File: config.mk
export PLATFORM = sky130hd
export DESIGN_NAME = conv_result_packer
export DESIGN_NICKNAME = d
export VERILOG_FILES = /design/src/rtl/conv_result_packer.sv
export SDC_FILE = /design/constraint.sdc
export NUM_CORES = 1
export LEC_CHECK = 0
export CORE_UTILIZATION = 58
export CTS_CLUSTER_DIAMETER = 80
export CTS_CLUSTER_SIZE = 24
export DETAILED_ROUTE_END_ITERATION = 8
export PLACE_DENSITY = 0.83
export SLEW_MARGIN = 10
export SYNTH_ARGS = -nofsm -noshare
export SYNTH_HDL_FRONTEND = slang
export SYNTH_SLANG_ARGS = --single-unit
export TNS_END_PERCENT = 5
File: constraint.sdc
create_clock -name clk -period 3.1 [get_ports clk]
set_input_delay 0.775 -clock clk [delete_from_list [all_inputs] [get_ports clk]]
set_output_delay 0.775 -clock clk [all_outputs]
set_load 0.005 [all_outputs]
File: src/rtl/conv_result_packer.sv
// Output stage of the convolution datapath: buffers PE result vectors in a small FIFO
// and serialises them one extended lane per beat onto an AXI-Stream master with framing.
module conv_result_packer #(
    parameter int KERNEL_SIZE    = 3,
    parameter int DATA_WIDTH     = 8,
    parameter int WEIGHT_WIDTH   = 8,
    parameter int BUS_WIDTH      = 32,
    parameter int DEPTH          = 4,
    parameter int PTR_WIDTH      = 2,
    parameter int ROWS_PER_FRAME = 16
) (
    input  logic                                                           clk,
    input  logic                                                           rstn,
    input  logic [KERNEL_SIZE*(DATA_WIDTH+WEIGHT_WIDTH+KERNEL_SIZE)-1:0]   s_axis_tdata,
    input  logic                                                           s_axis_tvalid,
    output logic                                                           s_axis_tready,
    input  logic                                                           sign_ext,
    input  logic                                                           clear_err,
    output logic [BUS_WIDTH-1:0]                                           m_axis_tdata,
    output logic                                                           m_axis_tvalid,
    input  logic                                                           m_axis_tready,
    output logic                                                           m_axis_tlast,
    output logic                                                           overflow_err
);

    localparam int RW = DATA_WIDTH + WEIGHT_WIDTH + KERNEL_SIZE;
    localparam int VW = KERNEL_SIZE * RW;
    localparam int LW = (KERNEL_SIZE > 1) ? $clog2(KERNEL_SIZE) : 1;
    localparam int FW = (ROWS_PER_FRAME > 1) ? $clog2(ROWS_PER_FRAME) : 1;

    localparam logic [LW-1:0]        LANE_LAST  = LW'(KERNEL_SIZE - 1);
    localparam logic [FW-1:0]        FRAME_LAST = FW'(ROWS_PER_FRAME - 1);
    localparam logic [PTR_WIDTH:0]   FIFO_FULL  = (PTR_WIDTH + 1)'(DEPTH);

    typedef enum logic [0:0] {
        ST_IDLE = 1'b0,
        ST_SEND = 1'b1
    } state_e;

    // Sign- or zero-extend one RW-bit lane to the bus width.
    function automatic logic [BUS_WIDTH-1:0] extend_lane(input logic [RW-1:0] lane,
                                                         input logic          sext);
        logic [BUS_WIDTH-1:0] r;
        r = '0;
        for (int i = 0; i < RW; i++) begin
            r[i] = lane[i];
        end
        for (int i = RW; i < BUS_WIDTH; i++) begin
            r[i] = sext & lane[RW-1];
        end
        return r;
    endfunction

    logic [VW-1:0]          mem_q [DEPTH];
    logic [PTR_WIDTH-1:0]   wr_ptr_q, wr_ptr_d;
    logic [PTR_WIDTH-1:0]   rd_ptr_q, rd_ptr_d;
    logic [PTR_WIDTH:0]     count_q, count_d;
    state_e                 state_q, state_d;
    logic [VW-1:0]          vec_q, vec_d;
    logic [LW-1:0]          lane_q, lane_d;
    logic                   sext_q, sext_d;
    logic [FW-1:0]          vec_cnt_q, vec_cnt_d;
    logic                   s_ready_q, s_ready_d;
    logic                   ovf_q, ovf_d;
    logic [BUS_WIDTH-1:0]   m_data_q, m_data_d;
    logic                   m_valid_q, m_valid_d;
    logic                   m_last_q, m_last_d;

    logic                   push_s;
    logic                   drop_s;
    logic                   pop_s;
    logic                   fifo_empty_s;
    logic                   beat_s;

    // Handshake qualifiers; acceptance uses the registered ready so a pop cannot open a full FIFO.
    always_comb begin
        push_s       = s_axis_tvalid && s_ready_q;
        drop_s       = s_axis_tvalid && !s_ready_q;
        fifo_empty_s = (count_q == '0);
        beat_s       = m_valid_q && m_axis_tready;
    end

    // Serializer next-state: load on pop, step lanes on accepted beats, count vectors per frame.
    always_comb begin
        state_d   = state_q;
        vec_d     = vec_q;
        lane_d    = lane_q;
        sext_d    = sext_q;
        vec_cnt_d = vec_cnt_q;
        pop_s     = 1'b0;
        case (state_q)
            ST_IDLE: begin
                if (!fifo_empty_s) begin
                    pop_s   = 1'b1;
                    state_d = ST_SEND;
                end else begin
                    state_d = ST_IDLE;
                end
            end
            ST_SEND: begin
                if (beat_s) begin
                    if (lane_q != LANE_LAST) begin
                        lane_d = lane_q + 1'b1;
                    end else begin
                        vec_cnt_d = (vec_cnt_q == FRAME_LAST) ? '0 : vec_cnt_q + 1'b1;
                        if (!fifo_empty_s) begin
                            pop_s = 1'b1;
                        end else begin
                            state_d = ST_IDLE;
                        end
                    end
                end else begin
                    state_d = ST_SEND;
                end
            end
            default: begin
                state_d = ST_IDLE;
            end
        endcase
        if (pop_s) begin
            vec_d  = mem_q[rd_ptr_q];
            lane_d = '0;
            sext_d = sign_ext;
        end else begin
            vec_d = vec_d;
        end
    end

    // FIFO pointers/occupancy, input ready and the sticky drop flag.
    always_comb begin
        wr_ptr_d = push_s ? wr_ptr_q + 1'b1 : wr_ptr_q;
        rd_ptr_d = pop_s  ? rd_ptr_q + 1'b1 : rd_ptr_q;
        case ({push_s, pop_s})
            2'b10:   count_d = count_q + 1'b1;
            2'b01:   count_d = count_q - 1'b1;
            default: count_d = count_q;
        endcase
        s_ready_d = (count_d < FIFO_FULL);
        if (drop_s) begin
            ovf_d = 1'b1;
        end else if (clear_err) begin
            ovf_d = 1'b0;
        end else begin
            ovf_d = ovf_q;
        end
    end

    // Output beat is computed from next state so outputs stay registered and hold while stalled.
    always_comb begin
        m_valid_d = (state_d == ST_SEND);
        if (m_valid_d) begin
            m_data_d = extend_lane(vec_d[int'(lane_d)*RW +: RW], sext_d);
        end else begin
            m_data_d = '0;
        end
        m_last_d = m_valid_d && (lane_d == LANE_LAST) && (vec_cnt_d == FRAME_LAST);
    end

    // FIFO storage; contents need no reset because the pointers gate every read.
    always_ff @(posedge clk) begin
        if (push_s) begin
            mem_q[wr_ptr_q] <= s_axis_tdata;
        end
    end

    // State registers with synchronous active-low reset.
    always_ff @(posedge clk) begin
        if (!rstn) begin
            wr_ptr_q  <= '0;
            rd_ptr_q  <= '0;
            count_q   <= '0;
            state_q   <= ST_IDLE;
            vec_q     <= '0;
            lane_q    <= '0;
            sext_q    <= 1'b0;
            vec_cnt_q <= '0;
            s_ready_q <= 1'b0;
            ovf_q     <= 1'b0;
            m_data_q  <= '0;
            m_valid_q <= 1'b0;
            m_last_q  <= 1'b0;
        end else begin
            wr_ptr_q  <= wr_ptr_d;
            rd_ptr_q  <= rd_ptr_d;
            count_q   <= count_d;
            state_q   <= state_d;
            vec_q     <= vec_d;
            lane_q    <= lane_d;
            sext_q    <= sext_d;
            vec_cnt_q <= vec_cnt_d;
            s_ready_q <= s_ready_d;
            ovf_q     <= ovf_d;
            m_data_q  <= m_data_d;
            m_valid_q <= m_valid_d;
            m_last_q  <= m_last_d;
        end
    end

    assign s_axis_tready = s_ready_q;
    assign overflow_err  = ovf_q;
    assign m_axis_tdata  = m_data_q;
    assign m_axis_tvalid = m_valid_q;
    assign m_axis_tlast  = m_last_q;

endmodule

# == Word-level counts from Yosys, hierarchy flattened ==
# Memory sizes are Yosys's and may differ from the RTL's. A register that Yosys moved wholly into a read port is not among the register bits.
# Cells that the tools add are included.
# word_totals
regBits,95
ramBits,228
input_bits,63
out_inout_bits,36
wordCells,63
mem_count,1
# op_classes
add_sub_neg,6
multipliers,1
order_cmp,1
n_eq_ne,6
n_shift,1
n_mux,24
n_bitwise,2
reduce_logical,9
# mem_list
memory,words,width,rd,rd_ports_with_merged_regs,wr,line,rtl
mem_q,4,57,1,1,1,54,logic [VW-1:0] mem_q [DEPTH];
# op_table
op,count
$mux 57,1
$shiftx 57x8->19,1
$mux 4,4
$mux 2,6
$mux 1,10
$eq 4x4->1 const B,2
$mul 2x5->7 const B,1
$add 2x1->2 const B,3
$pmux 3 s2,1
$logic_and 1x1->1,5
$add 4x1->4 const B,1
$eq 2x2->1 const B,2
$pmux 1 s2,2
$add 3x1->3 const B,1
$logic_not 3->1,1
$lt 3x3->1 const B,1
$sub 3x1->3 const B,1
$eq 2x1->1 const B,1
$ne 2x2->1 const B,1
$reduce_and 2->1,1
$reduce_bool 2->1,1
$and 1x1->1,1
$logic_not 1->1,1
$not 1->1,1

# == Logic depth before layout (Yosys ltp) ==
# Gate-level depths: netlist (run 1).
# depth
ltp_word,9
depth_mapped,12

# == Worst setup path before layout (run 1) ==
# Ideal clock, no wire load.
# synth_path
path_type,in2reg
start,in m_axis_tready
end,"reg s_ready_q, in the netlist s_axis_tready"
setup_ns,0.115
arrival_time_ns,2.547
slack_ns,0.438
path_stages,11
path_buffers,2
cell_sequence,buf_2 a21bo_2 nand2_1 inv_2 buf_2 ha_1 fa_1 xnor2_1 nor2_1 xnor2_1 and2_1
# synth_via
elab_chain_len,6
elab_cells_between_ends,7
cone_classes,order compare (1); eq/ne (2); mux (3); reduce/logical (1)
# synth_rtl
element,line,rtl
"start, declared",21,"input logic m_axis_tready,"
$logic_and 1x1->1 *,80,beat_s = m_valid_q && m_axis_tready;
$mux 1 *,101,if (beat_s) begin
$pmux 1 s2 *,91,case (state_q)
$eq 2x1->1 or $eq 2x2->1 (tied branches),133,"case ({push_s, pop_s})"
$pmux 3 s2 *,133,
$lt 3x3->1 *,138,s_ready_d = (count_d < FIFO_FULL);
"end signal, assigned",191,s_ready_q <= s_ready_d;
"end, declared",63,"logic s_ready_q, s_ready_d;"
# Every way passes the cells marked *; elsewhere a longest branch is shown, timed or not.
# A chain may end at the register's enable or synchronous reset.

==> summary.md, run 1 <==
| Metric | Value |
|---|---|
| Number of nets in the layout | `933` |
| Crit path buffers/inverters | `1` |
| Filler cell count | `1,378` |
| Power Density | `766 mW/mm^2` |
| Via count | `6,759` |
| List of most frequent post-synthesis cells | `228 x edfxtp_1, 123 x nand2_1, 97 x dfxtp_1` |
| Total routing usage reported by global routing | `22.1%` |
| Worst Clk Skew | `16.4 ps` |
| Gate power share | `25.3%` |
| Core Footprint | `0.0205 mm^2` |
| TritonCTS Buffers | `17` |
| TritonCTS Sinks | `325` |
| Area Overhead vs Synth | `13.7%` |
| Biggest fanout along the worst timing path | `13` |
| Number of buffers inserted by post-CTS setup repair | `0` |
| Part of the total power dissipated in the clock network | `21.8%` |
| Internal power summed over all cells | `0.00752 W` |
| Max_cap viols | `0` |
| Number of rows created at floorplan | `52` |
| Chip height | `148 um` |
| Most used standard cell by instance count after synthesis | `edfxtp_1` |
| Most area-consuming cells after synthesis | `edfxtp_1 56%, dfxtp_1 16%, mux4_2 10%` |
| Maximum achievable frequency | `0.395 GHz` |
| Number of cells after detailed placement | `1,112` |
| Proportion of total power due to net switching | `29.7%` |
| Number of cells in the finished layout apart from fillers | `1,142` |
| Switching Power | `0.00318 W` |
| Hold path depth | `2` |
| Share of synthesized registers carrying an async set or reset | `0%` |
| Final critical delay including setup and external delays | `2530 ps` |
| Total power consumption of the routed design | `0.0107 W` |
| Maximum cell stage delay along the critical path | `630 ps` |
| Net Count, Synth | `853` |
| Via count of the first global-routing pass | `6,672` |
| HPWL reported at the end of detailed placement | `14,400 um` |
| Number of top-level pins | `99` |
| Number of violations reported at the end of detailed-routing iteration 0 | `595` |
| Slew margin rel. | `47.9%` |
| Share of the synthesized area in the top cell type | `55.7%` |
| Arr. time, crit path | `1760 ps` |
| FF/Latch Area | `0.00879 mm^2` |
| Worst slew pin tran | `782 ps` |
| Setup violation total in the final timing report | `0` |
| Data required time of the worst path | `2320 ps` |
| FF-to-FF path depth | `11` |
| Antenna Diode Count | `0` |
| Later-pin clock latency in the skew report | `510 ps` |
| GP Congestion | `0.862` |
| Slowest library cell on the worst path | `dfxtp_1` |
| CTS Buffer Depth | `3` |
| Flops & latches, synth | `325` |
| Mapped cell area | `0.0123 mm^2` |
| 1st-pass router iterations | `5` |
| Number of antenna violations at the first check in global routing | `0` |
| Count of port buffers added during placement | `98` |
| Element type at the critical path end | `primary output` |
| Die area | `0.0218 mm^2` |
| Class of the most critical hold timing path | `reg2reg` |
| Root buffer selected by CTS | `clkbuf_16` |
| Register area share after synthesis | `71.5%` |
| Clock-pin transition on the worst setup and hold timing paths | `90 ps` |
| Family of cells with the greatest summed delay on the critical path | `flip-flops` |
| Final period util | `81.7%` |
| Share of layout cells above drive strength 1 | `13.1%` |
| Vias per cell | `5.92` |
| Mean Syn Cell Area | `15.7 um^2` |
| Global-route wire length before repair | `36,600 um` |
| Kind of start point of the critical path | `flip-flop` |
| Drt total wl | `23,300 um` |
| Residual overflow from global routing | `0` |
| Result of the run | `finished, final reports clean` |
| Number of hold-slack violations in the final timing report | `0` |
| Area taken by multi-input logic gates | `0.00310 mm^2` |
| WP depth | `1` |
| Part of the power in registers | `52.9%` |
| Total of cells resized after clock tree synthesis | `0` |
| Count of unresolved DRC violations after routing | `0` |
| Post-CTS Hold Fix Bufs | `0` |
| Number of nets still failing antenna checks after routing | `0` |
| Most common flop cell mapped by yosys | `edfxtp_1` |
| Static Leakage | `4.46 nW` |
| Synth cell types | `49` |
| Post-synth EDFFs | `228` |
| Post-synthesis cell type with the largest combined area | `edfxtp_1` |
| Synthesis warning total | `0` |
| Accumulated negative setup slack | `0 ps` |
| H-tree lvl count | `1` |
| Number of cells produced by synthesis | `781` |
| Largest voltage drop on the vdd net | `0.518 mV` |
| Starting density of the core | `60.0%` |
| Largest net degree at the start of global routing | `77` |
| Setup repair after global routing missed its margin | `false` |
| Critical Setup Path Class | `reg2out` |
| X dimension of the die | `148 um` |
| TritonCTS clock tree | `done` |
| Routed len/inst | `20.4 um` |
| Cell breakdown of the critical path | `clkdlybuf4s50_1` |
| Count of pins over their slew limit | `0` |
[cell type report]
class                   instances  area share, %
multi-input cells             377           22.2
flip-flops and latches        325           62.9
inverters                      24          0.644
repair buffers                116           8.34
well taps                     270           2.42
clock inverters                 2          0.179
clock buffers                  28           3.34
[worst paths after layout]
| kind | slack [ps] | to | startpoint |
|---|---|---|---|
| setup / recovery | 570 | m_axis_tdata[31] | m_axis_tdata[19]$_SDFF_PN0_ |
| hold / removal | 450 | vec_q[35]$_SDFF_PN0_ | vec_q[35]$_SDFF_PN0_ |
| setup reg to reg | 740 | s_axis_tready$_SDFF_PN0_ | lane_q[0]$_SDFF_PN0_ |
| hold reg to reg | 450 | vec_q[35]$_SDFF_PN0_ | vec_q[35]$_SDFF_PN0_ |
[cells by family after synthesis]
kind of cell / Yosys count / share of synthesized area [%]
flops: 325 / 71.5
simple gates: 180 / 6.33
compound gates: 119 / 6.51
buf+inv: 79 / 3.33
mux: 61 / 10.8
fa+ha+maj: 9 / 0.977
xor+xnor: 8 / 0.570
[power groups by stage]
stage | registers (W) | clock network (W) | logic [W]
final | 0.00566 | 0.00233 | 0.00271
after global routing | 0.00573 | 0.00252 | 0.00296
after CTS | 0.00567 | 0.00237 | 0.00273
after detailed placement | 0.00576 | 0 | 0.00271
after global placement | 0.00573 | 0 | 0.00264
after floorplan | 0.00558 | 0 | 0.00199
[sequential cells by signal (all words and copies together), names as in the netlist, named ones only]
register and flops:
rd_ptr_q 2, s_axis_tready 1, wr_ptr_q 2, sext_q 1
overflow_err 1, lane_q 2, count_q 2, vec_q 57
m_axis_tdata 20, m_axis_tlast 1, m_axis_tvalid 1, mem_q 228
vec_cnt_q 4
[routing by layer]
| metal | wire length [um] | vias up | track usage, % | part of all wire [%] |
|---|---|---|---|---|
| li1 | - | 3102 | - | - |
| met2 | 11700 | 204 | 37.3 | 50 |
| met3 | 1100 | 38 | 2.81 | 4.7 |
| met4 | 636 | 0 | 6.60 | 2.7 |
| met1 | 9860 | 3415 | 30.3 | 42 |
| met5 | 0 | - | 0 | 0 |
[per-stage QoR]
stage / hold WS (ps) / utilization [%] / setup slack [ps] / area (um^2)
finish: 454 / 68.2 / 566 / 14000
global route: 480 / 68.2 / 502 / 14000
CTS: 458 / 68.2 / 550 / 14000
detailed placement: 445 / 65.8 / 285 / 13500
global placement: 439 / 65.8 / 339 / 13500
floorplan: 432 / - / 438 / 12300
[layout by cell type, fill, tap and decap left out, drive strengths merged, types with 8 or more instances in the layout]
cell / instances
clkdlybuf4s50: 98
o221ai: 15
nand2: 123
mux4: 57
and3: 8
ha: 8
buf: 18
nor2: 13
inv: 25
nand3: 25
clkbuf: 28
a21oi: 67
a32oi: 15
edfxtp: 228
dfxtp: 97
(Power assumes the default switching activity.)
==> run 2: changes to the inputs <==
- CORE_UTILIZATION: 58 -> 52
- PLACE_DENSITY: 0.83 -> 0.78
- clock period: 3.1 -> 2.2 ns (I/O delays scaled with it)
==> run 2 against run 1 <==
Against the previous run:
- first-iteration DRC count up 14%
- cell area up 3.2%
- register-to-register slack worse by 640 ps
- largest power group unchanged
- global-route usage down 1.5 points
- setup slack worse by 470 ps
- routed wire length up 3.8%
==> summary.md, run 2 (same netlist as run 1, synthesis figures left out) <==
| Metric | Value |
|---|---|
| Kind of start point of the critical path | `flip-flop` |
| Number of flip-flops under the largest register name | `228` |
| Critical Path Start | `m_axis_tdata[19]$_SDFF_PN0_` |
| Top library cells by usage in the layout, fill and taps aside | `228 x edfxtp_1, 122 x nand2_1, 98 x clkdlybuf4s50_1` |
| FF-to-FF path depth | `11` |
| Number of nets in the layout | `957` |
| Largest voltage drop on the vdd net | `0.911 mV` |
| Post-Place Setup Slack | `-301 ps` |
| HPWL reported at the end of detailed placement | `15,700 um` |
| Vias per cell | `5.67` |
| Slew margin rel. | `54.1%` |
| CTS Buffer Depth | `3` |
| Number of antenna violations at the first check in global routing | `0` |
| Later-pin clock latency in the skew report | `510 ps` |
| Family of cells with the greatest summed delay on the critical path | `buffers and inverters` |
| Die area | `0.0243 mm^2` |
| Slowest library cell on the worst path | `clkdlybuf4s50_1` |
| Beginning of the worst register-to-register path | `lane_q[0]$_SDFF_PN0_` |
| Chip height | `156 um` |
| Drt total wl | `24,200 um` |
| Cell breakdown of the critical path | `clkdlybuf4s50_1` |
| Via count of the first global-routing pass | `6,616` |
| Area Overhead vs Synth | `17.4%` |
| Capture point of the worst reg-to-reg path | `s_axis_tready$_SDFF_PN0_` |
| Biggest fanout along the worst timing path | `13` |
| Starting density of the core | `53.6%` |
| Hold path depth | `2` |
| Setup repair after global routing missed its margin | `false` |
| Worst slew pin tran | `688 ps` |
| Worst Clk Skew | `25.7 ps` |
| Static Leakage | `4.65 nW` |
| TritonCTS Buffers | `18` |
| Via count | `6,859` |
| TritonCTS clock tree | `done` |
| Critical Setup Path Class | `reg2out` |
| Count of pins over their slew limit | `0` |
| Most common cell after layout, fill and taps aside | `edfxtp_1` |
| Routed len/inst | `20.0 um` |
| Worst-case register-to-register setup slack | `100 ps` |
| Maximum cell stage delay along the critical path | `550 ps` |
| Global-route wire length before repair | `37,300 um` |
| Root buffer selected by CTS | `clkbuf_16` |
| Max_cap viols | `0` |
| Power Density | `1090 mW/mm^2` |
| Worst hold slack across all endpoints | `457 ps` |
| Clock-pin transition on the worst setup and hold timing paths | `90 ps` |
| Number of violations reported at the end of detailed-routing iteration 0 | `677` |
| Residual overflow from global routing | `0` |
| Antenna Diode Count | `0` |
| Number of rows created at floorplan | `55` |
| Element type at the critical path end | `primary output` |
| Arr. time, crit path | `1550 ps` |
| Setup violation total in the final timing report | `0` |
| Total power consumption of the routed design | `0.0157 W` |
| Setup slack of the critical path after layout | `100 ps` |
| TritonCTS Sinks | `325` |
| Final critical delay including setup and external delays | `2100 ps` |
| Crit path buffers/inverters | `1` |
| Core Footprint | `0.0229 mm^2` |
| Number of hold-slack violations in the final timing report | `0` |
| 1st-pass router iterations | `5` |
| Count of unresolved DRC violations after routing | `0` |
| Count of port buffers added during placement | `98` |
| Data required time of the worst path | `1650 ps` |
| Largest net degree at the start of global routing | `67` |
| Startpoint of the lowest-slack hold path | `vec_q[4]$_SDFF_PN0_` |
| Number of nets still failing antenna checks after routing | `0` |
| GP Congestion | `0.831` |
| Largest reg by FF count | `mem_q` |
| Number of buffers inserted by post-CTS setup repair | `0` |
| Final period util | `95.4%` |
| Total routing usage reported by global routing | `20.5%` |
| Class of the most critical hold timing path | `reg2reg` |
| H-tree lvl count | `1` |
| Maximum achievable frequency | `0.476 GHz` |
| X dimension of the die | `156 um` |
| Share of layout cells above drive strength 1 | `16.3%` |
| Filler cell count | `1,645` |
| Worst Hold Path EP | `vec_q[4]$_SDFF_PN0_` |
| Result of the run | `finished, final reports clean` |
| Number of top-level pins | `99` |
## run 2: cell types whose count changed in the layout (fill, tap and decap cells not counted), sizes merged
cell	change
clkinv	+1
buf	+23
inv	+1
## run 2: worst max-delay path by stage
stage,endpoint,slack [ps],cells past startpoint
2_1_floorplan,mem_q[0][0]$_DFFE_PP_,-170,1
3_3_place_gp,s_axis_tready$_SDFF_PN0_,-300,10
3_5_place_dp,s_axis_tready$_SDFF_PN0_,-300,10
4_1_cts,s_axis_tready$_SDFF_PN0_,50,11
5_1_grt,m_axis_tdata[22],20,1
6_report,m_axis_tdata[22],100,1
## run 2: report_power, final
group          internal (W)  switching (W)
sequential          0.00744       0.000454
clock               0.00165        0.00188
combinational       0.00192        0.00235
total                0.0110        0.00468
## run 2: repair_timing
action,in CTS,in global routing
pin swaps,0,0
hold buffers,0,0
setup endpoints to repair,13,2
resized for setup,1,2
## run 2: worst register-to-register path: stages, from the launching register on
cell     delay, ps
dfxtp_2        340
inv_1           70
ha_2           210
a21bo_4        220
nand2_4         70
inv_2           50
ha_4           160
fa_2           350
xnor2_1        150
nor2_1          70
xnor2_1        130
and2_1         150
## run 2: per-stage QoR
stage                     cells  instance area [um^2]  util [%]  TNS [ps]
final                      1210                 14400      63.0         0
after global routing       1210                 14400      63.0         0
after CTS                  1210                 14400      63.0         0
after detailed placement   1178                 13900      60.6     -8830
after global placement     1178                 13900      60.6     -7080
after floorplan             781                 12300         -    -28750
## run 2: layer usage
layer | vias up | global-route usage [%] | wire (um)
li1 | 3149 | - | -
met1 | 3425 | 29.0 | 10200
met2 | 246 | 33.0 | 11800
met3 | 39 | 3.25 | 1490
met4 | 0 | 6.44 | 691
met5 | - | 0 | 0
## run 2: final cells by class
class	instances	area (um^2)	area share, %
inverter	24	90.1	0.624
multi-input combinational	377	3130	21.7
clock inverter	4	41.3	0.286
sequential	325	8800	60.9
tap	313	392	2.71
clock buffer	28	509	3.53
timing repair buffer	139	1480	10.2
==> run 3: changes to the inputs <==
- CAP_MARGIN: default -> 20
==> results of run 3 <==
Final layout, timing and power as in run 2 (identical DEF).
